File: config.mk
export PLATFORM = sky130hd
export DESIGN_NAME = sequential_signed_divider
export DESIGN_NICKNAME = d
export VERILOG_FILES = /design/src/rtl/sequential_signed_divider.sv
export SDC_FILE = /design/constraint.sdc
export NUM_CORES = 1
export LEC_CHECK = 0
export CAP_MARGIN = 20
export CELL_PAD_IN_SITES_DETAIL_PLACEMENT = 1
export CELL_PAD_IN_SITES_GLOBAL_PLACEMENT = 1
export CORE_ASPECT_RATIO = 0.75
export CORE_UTILIZATION = 45
export DETAILED_ROUTE_END_ITERATION = 6
export PLACE_DENSITY = 0.79
export SYNTH_ARGS = -nofsm -noshare
export SYNTH_HDL_FRONTEND = slang
export SYNTH_SLANG_ARGS = --single-unit
File: constraint.sdc
create_clock -name sys_clk -period 2.4 [get_ports sys_clk]
set_input_delay 0.24 -clock sys_clk [delete_from_list [all_inputs] [get_ports sys_clk]]
set_output_delay 0.24 -clock sys_clk [all_outputs]
set_load 0.01 [all_outputs]
File: src/rtl/sequential_signed_divider.sv
// sequential_signed_divider
//   Restoring shift/subtract signed divider producing one quotient bit per
//   clock. Operands are captured when start is seen in IDLE; the result is
//   registered in FIXUP together with a one-cycle done pulse.
//   Quotient truncates toward zero. The remainder takes the sign of the
//   dividend.
//
// Ports
//   sys_clk    in   system clock, rising edge
//   rst_n      in   asynchronous active-low reset
//   start      in   operation request, sampled only in IDLE
//   dividend   in   signed dividend (DIVIDEND_W)
//   divisor    in   signed divisor (DIVISOR_W)
//   busy       out  high while in LOAD, RUN or FIXUP
//   done       out  one-cycle pulse when results update
//   quotient   out  signed quotient (DIVIDEND_W)
//   remainder  out  signed remainder (DIVISOR_W)
//   div_zero   out  last operation divided by zero
//   overflow   out  last quotient was not representable (-2^(N-1) / -1)
//
// Build option
//   DIV_SATURATE_EN : on overflow the quotient saturates to 2^(N-1)-1
//                     instead of wrapping to -2^(N-1).

module sequential_signed_divider #(
  parameter int unsigned DIVIDEND_W = 16,
  parameter int unsigned DIVISOR_W  = 8
) (
  input  logic                  sys_clk,
  input  logic                  rst_n,
  input  logic                  start,
  input  logic [DIVIDEND_W-1:0] dividend,
  input  logic [DIVISOR_W-1:0]  divisor,
  output logic                  busy,
  output logic                  done,
  output logic [DIVIDEND_W-1:0] quotient,
  output logic [DIVISOR_W-1:0]  remainder,
  output logic                  div_zero,
  output logic                  overflow
);

  localparam int unsigned CNT_W = $clog2(DIVIDEND_W + 1);
  localparam logic [CNT_W-1:0] CNT_INIT = CNT_W'(DIVIDEND_W);
  localparam logic [CNT_W-1:0] CNT_ONE  = CNT_W'(1);

  typedef enum logic [1:0] {
    IDLE  = 2'd0,
    LOAD  = 2'd1,
    RUN   = 2'd2,
    FIXUP = 2'd3
  } state_e;

  state_e state_q, state_d;

  // Captured operands and sign record
  logic [DIVIDEND_W-1:0] dvd_q;
  logic [DIVISOR_W-1:0]  dvs_q;
  logic                  sgn_n_q;
  logic                  sgn_d_q;
  logic                  dz_q;

  // Iteration state: quo_q starts as |dividend| and fills with quotient bits.
  // The partial remainder is always below |divisor| <= 2^(DIVISOR_W-1) after a
  // step, so DIVISOR_W bits hold it; the DIVISOR_W+1 bit value only exists
  // transiently as rem_shift.
  logic [DIVIDEND_W-1:0] quo_q;
  logic [DIVISOR_W-1:0]  rem_q;
  logic [DIVISOR_W-1:0]  dmag_q;
  logic [CNT_W-1:0]      cnt_q;

  // Output registers
  logic                  done_q;
  logic [DIVIDEND_W-1:0] quotient_q;
  logic [DIVISOR_W-1:0]  remainder_q;
  logic                  div_zero_q;
  logic                  overflow_q;

  // One restoring step
  logic [DIVISOR_W:0]    rem_shift;
  logic                  rem_ge;
  logic [DIVISOR_W:0]    rem_sub;
  logic [DIVISOR_W-1:0]  rem_step;
  logic [DIVIDEND_W-1:0] quo_step;

  // Sign fix-up
  logic                  q_neg;
  logic                  ovf_det;
  logic [DIVIDEND_W-1:0] quo_fix;
  logic [DIVISOR_W-1:0]  rem_fix;

  // ---------------------------------------------------------------- FSM
  always_ff @(posedge sys_clk or negedge rst_n) begin
    if (!rst_n) state_q <= IDLE;
    else        state_q <= state_d;
  end

  always_comb begin
    state_d = state_q;
    unique case (state_q)
      IDLE:    if (start) state_d = LOAD;
      LOAD:    state_d = (dvs_q == '0) ? FIXUP : RUN;
      RUN:     if (cnt_q == CNT_ONE) state_d = FIXUP;
      FIXUP:   state_d = IDLE;
      default: state_d = IDLE;
    endcase
  end

  always_comb begin
    busy = (state_q != IDLE);
  end

  // ---------------------------------------------------------- datapath
  always_comb begin
    rem_shift = {rem_q, quo_q[DIVIDEND_W-1]};
    rem_ge    = (rem_shift >= {1'b0, dmag_q});
    rem_sub   = rem_shift - {1'b0, dmag_q};
    rem_step  = rem_ge ? rem_sub[DIVISOR_W-1:0] : rem_shift[DIVISOR_W-1:0];
    quo_step  = {quo_q[DIVIDEND_W-2:0], rem_ge};
  end

  // Only -2^(N-1) / -1 yields a positive quotient with the MSB of the
  // magnitude set; every other case fits.
  always_comb begin
    q_neg   = sgn_n_q ^ sgn_d_q;
    ovf_det = !dz_q && !q_neg && quo_q[DIVIDEND_W-1];
    quo_fix = q_neg ? -quo_q : quo_q;
    rem_fix = sgn_n_q ? -rem_q : rem_q;
    if (ovf_det) begin
`ifdef DIV_SATURATE_EN
      quo_fix = {1'b0, {(DIVIDEND_W-1){1'b1}}};
`else
      quo_fix = {1'b1, {(DIVIDEND_W-1){1'b0}}};
`endif
      rem_fix = '0;
    end
  end

  always_ff @(posedge sys_clk or negedge rst_n) begin
    if (!rst_n) begin
      dvd_q       <= '0;
      dvs_q       <= '0;
      sgn_n_q     <= 1'b0;
      sgn_d_q     <= 1'b0;
      dz_q        <= 1'b0;
      quo_q       <= '0;
      rem_q       <= '0;
      dmag_q      <= '0;
      cnt_q       <= '0;
      done_q      <= 1'b0;
      quotient_q  <= '0;
      remainder_q <= '0;
      div_zero_q  <= 1'b0;
      overflow_q  <= 1'b0;
    end else begin
      done_q <= 1'b0;
      unique case (state_q)
        IDLE: begin
          if (start) begin
            dvd_q <= dividend;
            dvs_q <= divisor;
          end
        end
        LOAD: begin
          sgn_n_q <= dvd_q[DIVIDEND_W-1];
          sgn_d_q <= dvs_q[DIVISOR_W-1];
          dz_q    <= (dvs_q == '0);
          quo_q   <= dvd_q[DIVIDEND_W-1] ? -dvd_q : dvd_q;
          dmag_q  <= dvs_q[DIVISOR_W-1] ? -dvs_q : dvs_q;
          rem_q   <= '0;
          cnt_q   <= CNT_INIT;
        end
        RUN: begin
          quo_q <= quo_step;
          rem_q <= rem_step;
          cnt_q <= cnt_q - CNT_ONE;
        end
        FIXUP: begin
          done_q <= 1'b1;
          if (dz_q) begin
            quotient_q  <= '0;
            remainder_q <= '0;
            div_zero_q  <= 1'b1;
            overflow_q  <= 1'b0;
          end else begin
            quotient_q  <= quo_fix;
            remainder_q <= rem_fix;
            div_zero_q  <= 1'b0;
            overflow_q  <= ovf_det;
          end
        end
        default: ;
      endcase
    end
  end

  assign done      = done_q;
  assign quotient  = quotient_q;
  assign remainder = remainder_q;
  assign div_zero  = div_zero_q;
  assign overflow  = overflow_q;

endmodule

==> results by group, run 1 <==
Power
  – PwrDens: 1510 nW/um2
  – Static Leak: ~2.6 nW
  – Sequential share of power: between 30% and 40%
  – Clk pwr share: 15.3%
  – Combinational power share: approximately 52%
  – Sw frac: between 40% and 50%
  – Psw: 3.91 mW
  – Int Power: ~5.4 mW
  – Max VDD drop: ~0.68 mV

Timing
  – RSZ-0062 raised after global routing: false
  – Slew margin rel.: 63.5%
  – Max-slew violations: 0
  – Max Clock Skew: about 0.0045 ns
  – Final Hold Viols: 0
  – Final period utilization: a little over nine tenths
  – Tightest Pin Transition: approximately 0.55 ns
  – Final setup fails: 0
  – Fmax: 436 MHz
  – Min cycle time layout: 2.29 ns
  – Fin Setup TNS: 0 ns

Synthesis
  – Syn Inst Count: approximately 490
  – #FFs+latches synth: 93
  – Synth warn: 0
  – Synth Cell Area: between 5000 and 6000 um2
  – Post-Syn Area per Cell: roughly 10 um2
  – Synth unique cells: 55
  – Top FF cell, synth: dfrtp_1
  – Post-synth ARST share: 100%
  – EDFF count, synth: 0
  – Post-Syn Nets: 541
  – Seq/Total Area, Yosys: 45.4%

Clock network
  – Clock slew seen by the registers of the worst setup and hold paths: ~0.060 ns
  – H-tree depth: 3
  – CTS max path bufs: 2
  – Worst-Skew Late Latency: about 0.34 ns
  – Total setup buffers inserted after CTS: 0
  – CTS tree: done
  – CTS Buf Count: 9
  – Root Driver: clkbuf_16
  – CTS Sinks: a little over 90

Global route
  – Largest net degree at the start of global routing: 57
  – Global-route wire length before repair: 21200 um
  – Antenna violations before repair: 0
  – Total global-route track usage: between 20 and 25%
  – Global route total overflow: 0
  – Vias in the first global route: about 4000

Cells and area
  – Syn-to-layout area delta: 20.4%
  – Layout cells sized above 1: about 13%
  – Design Area, Final: around 6000 um2
  – Commonest cells after routing, fill and taps aside: 93 x dfrtp_1, 53 x clkdlybuf4s50_1, 35 x mux2_2, 35 x o21ai_0, 31 x inv_1
  – Commonest non-fill, non-tap cell in the layout: dfrtp_1
  – Area used by multi-input combinational logic: approximately 2600 um2
  – Ant. Diodes: 0
  – Fin nets: between 500 and 600
  – Fill cell count: between 1000 and 1500
  – Sequential cell area: 2330 um2

Hold path
  – Worst hold path class: in2async

Route
  – Vias per cell: 5.73
  – # DRC: 7
  – Drt wl/cell: approximately 18 um
  – Pre-antenna DRT Iters: 6
  – Initial DRC Count: ~190
  – Final ANT Viol Nets: 0
  – Via count: between 3000 and 4000
  – Final WL: between 10000 and 15000 um

Worst setup path
  – CP Capture Type: register
  – Req. time, crit path: 2.63 ns
  – WP buf/inv: 0
  – Slowest stage delay, CP: ~0.63 ns
  – Slowest-stage cell, CP: or4_1
  – Critical path startpoint category: register
  – Worst EP arrival: around 2.5 ns
  – Crit path max-delay family: simple AND/OR/NAND/NOR gates
  – Crit-path cells: or4_1 > o41ai_1 > xor2_1 > o21ai_0 > mux2_2
  – Critical path class: reg2reg
  – Critical path fanouts, max: 6

Placed design
  – RePlAce Congestion: 0.821
  – Placed Area: approximately 6000 um2
  – Post-DP HPWL: 9190 um
  – Input/output buffers: 54

Floorplan
  – Die Span X: 125 um
  – Core Area: between 10000 and 15000 um2
  – Die H: roughly 94 um
  – Num ports: between 50 and 60
  – Rows: 33
  – Die Footprint: roughly 12000 um2
  – Initial Util: 46.5%

Status
  – Run status: finished with violations
  – Failing checks: design-rule violations

Flow run
  – MaxCap Viol Count: 0
[cell families after synthesis]
| kind of cell | synth area share (%) |
|---|---|
| and+or+nand+nor | 12.1 |
| xor gates and xnor gates | 7.35 |
| AOI/OAI and AO/OA | 17.1 |
| adders and majority gates | 5.03 |
| muxes | 8.86 |
| DFF | 45.4 |
| buffers and inverters | 4.17 |
[path summary, 6_finish.rpt]
kind / start / endpoint / cells past startpoint / slack, ns
min in group sys_clk: quotient[0] / quotient[0] / 1 / 0.49
hold / removal: rst_n / dvd_q[15] / 2 / 0.41
setup / recovery: dvd_q[8] / quo_q[11] / 5 / 0.11
setup reg to reg: dvd_q[8] / quo_q[11] / 5 / 0.11
hold reg to reg: quotient[0] / quotient[0] / 1 / 0.49
max in group asynchronous: rst_n / quotient[12] / 3 / 1.32
[per-layer routing]
| layer | vias to the layer above | GRT usage [%] | part of all wire, % |
|---|---|---|---|
| met4 | 0 | 5.18 | 0.89 |
| met2 | 78 | 35.5 | 44 |
| met3 | 10 | 4.65 | 4.1 |
| met1 | 1968 | 32.8 | 51 |
| met5 | - | 0 | 0 |
| li1 | 1895 | - | - |
[cell usage after synthesis (8+ instances only)]
library cell  count  area [um2]
dfrtp_1          93        2330
o21ai_0          37         185
mux2_2           35         394
inv_1            32         120
nand2_1          27         101
xor2_1           26         228
o2bb2ai_1        23         201
clkbuf_1         22        82.6
nor2_1           20        75.1
ha_1             19         238
xnor2_1          17         149
nand3_1          16        80.1
a21oi_1          14        70.1
o31ai_1          11        82.6
o41ai_1           8        70.1
[registers in the layout, indices dropped and copies added, names as in the netlist]
name and flops:
state_q 2, div_zero 1, dmag_q 8, done 1, dvd_q 16, dvs_q 8
quotient 16, sgn_n_q 1, remainder 8, overflow 1, quo_q 16, cnt_q 5
rem_q 8, sgn_d_q 1, dz_q 1
[timing repair]
item,4_1_cts,5_1_grt
gates resized for setup,0,5
endpoints found under the hold margin,37,0
hold buffers,1,0
endpoints found under the setup margin,0,3
[stage by stage]
stage | setup WS, ns | hold slack (ns) | power, mW | util, % | std cells
4_1_cts | 0.0255 | 0.420 | 9.34 | 55.9 | 690
2_1_floorplan | 0.346 | -0.0556 | 6.20 | - | 494
6_report | 0.108 | 0.405 | 9.29 | 56.0 | 690
5_1_grt | 0.00274 | 0.455 | 10.0 | 56.0 | 690
3_5_place_dp | 0.0888 | 0.247 | 7.84 | 53.2 | 674
3_3_place_gp | 0.230 | 0.237 | 7.53 | 53.2 | 674
[cell type report]
| class | count | share of cell area [%] |
|---|---|---|
| multi-input cells | 344 | 42.0 |
| flip-flops and latches | 93 | 37.7 |
| repair buffers | 65 | 10.7 |
| clock buffers | 11 | 3.93 |
| well taps | 140 | 2.84 |
| inverters | 33 | 2.01 |
| clock inverters | 4 | 0.791 |
[power groups by stage]
| stage | clock (mW) | sequential (mW) | combinational (mW) |
|---|---|---|---|
| 2_1_floorplan | 0 | 2.84 | 3.36 |
| 3_5_place_dp | 0 | 3.06 | 4.78 |
| 3_3_place_gp | 0 | 2.99 | 4.55 |
| 6_report | 1.42 | 3.06 | 4.81 |
| 4_1_cts | 1.46 | 3.05 | 4.84 |
| 5_1_grt | 1.52 | 3.16 | 5.32 |
[worst register-to-register path: cells and delay by family, from the launching register on]
kind	cells	cell delay (ns)
XOR/XNOR	1	0.29
flip-flops	1	0.42
multiplexers	1	0.27
AND/OR/NAND/NOR	1	0.63
AO/OA/AOI/OAI	2	0.56
No activity file was read; power rests on OpenSTA's default activity.
==> run 2, diff against run 1 <==
Settings changed: PLACE_DENSITY 0.79 to unset, PLACE_DENSITY_LB_ADDON set to 0.1.
==> run 2 against run 1 <==
The flow still finishes with violations (design-rule violations). Utilization up 0.87 points. Clock power up 18%. Global-route usage down 0.24 points. First-iteration DRC count down 18%. Fmax down 1.4%. Power up 3.2%. Design area up 1.6%. Via count down 0.66%. Largest cell class unchanged.
==> results by group, run 2 (synthesis gave the netlist of run 1 again) <==
Clock network
  – CTS max path bufs: 2 (unchanged)
  – H-tree depth: 3 (unchanged)
  – Root Driver: clkbuf_16 (unchanged)
  – Clock slew seen by the registers of the worst setup and hold paths: 0.07 ns (was 0.06 ns)
  – CTS Sinks: 93 (unchanged)
  – CTS Buf Count: 9 (unchanged)
  – CTS tree: done (unchanged)
  – Worst-Skew Late Latency: 0.35 ns (was 0.34 ns)

Timing
  – Final setup fails: 0 (unchanged)
  – Worst hold slack: 0.471 ns (was 0.405 ns)
  – PnR worst setup slack: 0.0751 ns (was 0.108 ns)
  – Final period utilization: 96.9% (was 95.5%)
  – Max Clock Skew: 0.00471 ns (was 0.00455 ns)
  – Tightest Pin Transition: 0.668 ns (was 0.548 ns)
  – Slew margin rel.: 55.4% (was 63.5%)
  – Max-slew violations: 0 (unchanged)
  – Final Hold Viols: 0 (unchanged)
  – Min cycle time layout: 2.32 ns (was 2.29 ns)
  – Fmax: 430 MHz (was 436 MHz)

Worst setup path
  – Critical path startpoint category: register (unchanged)
  – Critical path fanouts, max: 3 (was 6)
  – R2R depth: 9 (was 5)
  – CP Depth: 9 (was 5)
  – WP buf/inv: 2 (was 0)
  – Slowest-stage cell, CP: dfrtp_1 (was or4_1)
  – Critical Path Start: quo_q[15] (was dvd_q[8])
  – Reg2reg setup slack: 0.08 ns (was 0.11 ns)
  – Slowest stage delay, CP: 0.40 ns (was 0.63 ns)
  – Req. time, crit path: 2.67 ns (was 2.63 ns)
  – Most used cell, CP: inv_1
  – Crit path capture: rem_q[6] (was quo_q[11])
  – Critical path class: reg2reg (unchanged)
  – Crit-path cells: inv_1 > ha_2 > inv_1 > fa_2 > a211o_1 > a2111oi_4 > nand4b_1 > o21ai_0 > o21ai_1 (was or4_1 > o41ai_1 > xor2_1 > o21ai_0 > mux2_2)
  – RR Endpoint: rem_q[6] (was quo_q[11])
  – CP Capture Type: register (unchanged)
  – Worst r2r src: quo_q[15] (was dvd_q[8])
  – Crit path max-delay family: compound AO/OA/AOI/OAI gates (was simple AND/OR/NAND/NOR gates)
  – Worst EP arrival: 2.60 ns (was 2.52 ns)

Floorplan
  – Initial Util: 46.5% (unchanged)
  – Die H: 94.4 um (unchanged)
  – Core Area: 11000 um2 (unchanged)
  – Die Span X: 125 um (unchanged)
  – Die Footprint: 11800 um2 (unchanged)
  – Rows: 33 (unchanged)
  – Num ports: 55 (unchanged)

Cells and area
  – Commonest non-fill, non-tap cell in the layout: dfrtp_1 (unchanged)
  – Design Area, Final: 6270 um2 (was 6170 um2)
  – Syn-to-layout area delta: 22.3% (was 20.4%)
  – Ant. Diodes: 0 (unchanged)
  – Layout cells sized above 1: 13.7% (was 12.9%)
  – Commonest cells after routing, fill and taps aside: 93 x dfrtp_1, 53 x clkdlybuf4s50_1, 36 x o21ai_0 (was 93 x dfrtp_1, 53 x clkdlybuf4s50_1, 35 x mux2_2, 35 x o21ai_0, 31 x inv_1)
  – Fill cell count: 1181 (was 1189)
  – Fin nets: 596 (was 593)
  – Fin util: 56.9% (was 56.0%)

Status
  – Run status: finished with violations (unchanged)
  – Failing checks: design-rule violations (unchanged)

Placed design
  – Placed Area: 5870 um2 (was 5860 um2)
  – Post-DP HPWL: 9090 um (was 9190 um)
  – RePlAce Congestion: 0.762 (was 0.821)
  – DP Worst Slack: 0.0541 ns (was 0.0888 ns)
  – Input/output buffers: 54 (unchanged)

Power
  – Design Power: 9.59 mW (was 9.29 mW)
  – Max VDD drop: 1.39 mV (was 0.676 mV)
  – PwrDens: 1530 nW/um2 (was 1510 nW/um2)
  – Static Leak: 2.68 nW (was 2.64 nW)

Global route
  – Global route total overflow: 0 (unchanged)
  – Total global-route track usage: 22.6% (was 22.8%)
  – Vias in the first global route: 3934 (was 4036)
  – Antenna violations before repair: 0 (unchanged)
  – Global-route wire length before repair: 20800 um (was 21200 um)
  – Largest net degree at the start of global routing: 53 (was 57)

Route
  – Pre-antenna DRT Iters: 7 (was 6)
  – Final ANT Viol Nets: 0 (unchanged)
  – Vias per cell: 5.66 (was 5.73)
  – # DRC: 8 (was 7)
  – Via count: 3925 (was 3951)
  – Final WL: 12700 um (was 12600 um)
  – Initial DRC Count: 157 (was 192)
  – Drt wl/cell: 18.3 um (was 18.2 um)

Flow run
  – MaxCap Viol Count: 0 (unchanged)

Hold path
  – Worst hold path class: in2async (unchanged)
run 2: cell types whose count changed in the layout (fill, tap and decap cells not counted), sizes merged:
cell	before	now
bufinv	1	3
buf	11	14
clkinv	4	2
run 2: where the power goes:
| part | leakage [nW] | switching (mW) | internal (mW) |
|---|---|---|---|
| logic | 1.35 | 2.58 | 2.31 |
| clock network | 0.172 | 0.605 | 1.07 |
| registers | 1.16 | 0.758 | 2.27 |
run 2: timing repair:
action | 4_1_cts | 5_1_grt
buffers inserted | 0 | 2
hold endpoints to repair | 48 | 0
endpoints found under the setup margin | 0 | 3
hold buffers | 1 | 0
resized for setup | 0 | 7
run 2: per-stage QoR:
step / std cells / TNS, ns
final: 693 / 0
after global routing: 693 / -0.0763
after CTS: 691 / 0
after detailed placement: 675 / 0
after global placement: 675 / 0
after floorplan: 494 / 0
run 2: layout make-up:
type                       instances  area (um2)  share of cell area, %
clock buffer                      11         253                   4.03
clock inverter                     4        95.1                   1.52
inverter                          33         124                   1.98
multi-input combinational        344        2610                   41.7
sequential                        93        2330                   37.1
tap                              140         175                   2.79
timing repair buffer              68         683                   10.9
run 2: layer usage:
| metal | up-vias | GRT usage [%] | part of all wire, % | wire [um] |
|---|---|---|---|---|
| met5 | - | 0 | 0 | 0 |
| met4 | 0 | 5.79 | 0.58 | 74 |
| met3 | 4 | 4.31 | 4.4 | 556 |
| met2 | 82 | 33.7 | 43 | 5450 |
| met1 | 1936 | 33.5 | 52 | 6620 |
| li1 | 1903 | - | - | - |
run 2: how the worst min path moves through the flow:
stage                start  slack (ns)     endpoint  cells after the start
2_1_floorplan        rst_n       -0.06     cnt_q[0]                      0
3_3_place_gp         rst_n        0.31  quotient[8]                      1
3_5_place_dp         rst_n        0.32  quotient[8]                      1
4_1_cts        quotient[9]        0.49  quotient[9]                      1
5_1_grt        dividend[0]        0.50     dvd_q[0]                      2
6_report             rst_n        0.47  quotient[9]                      2
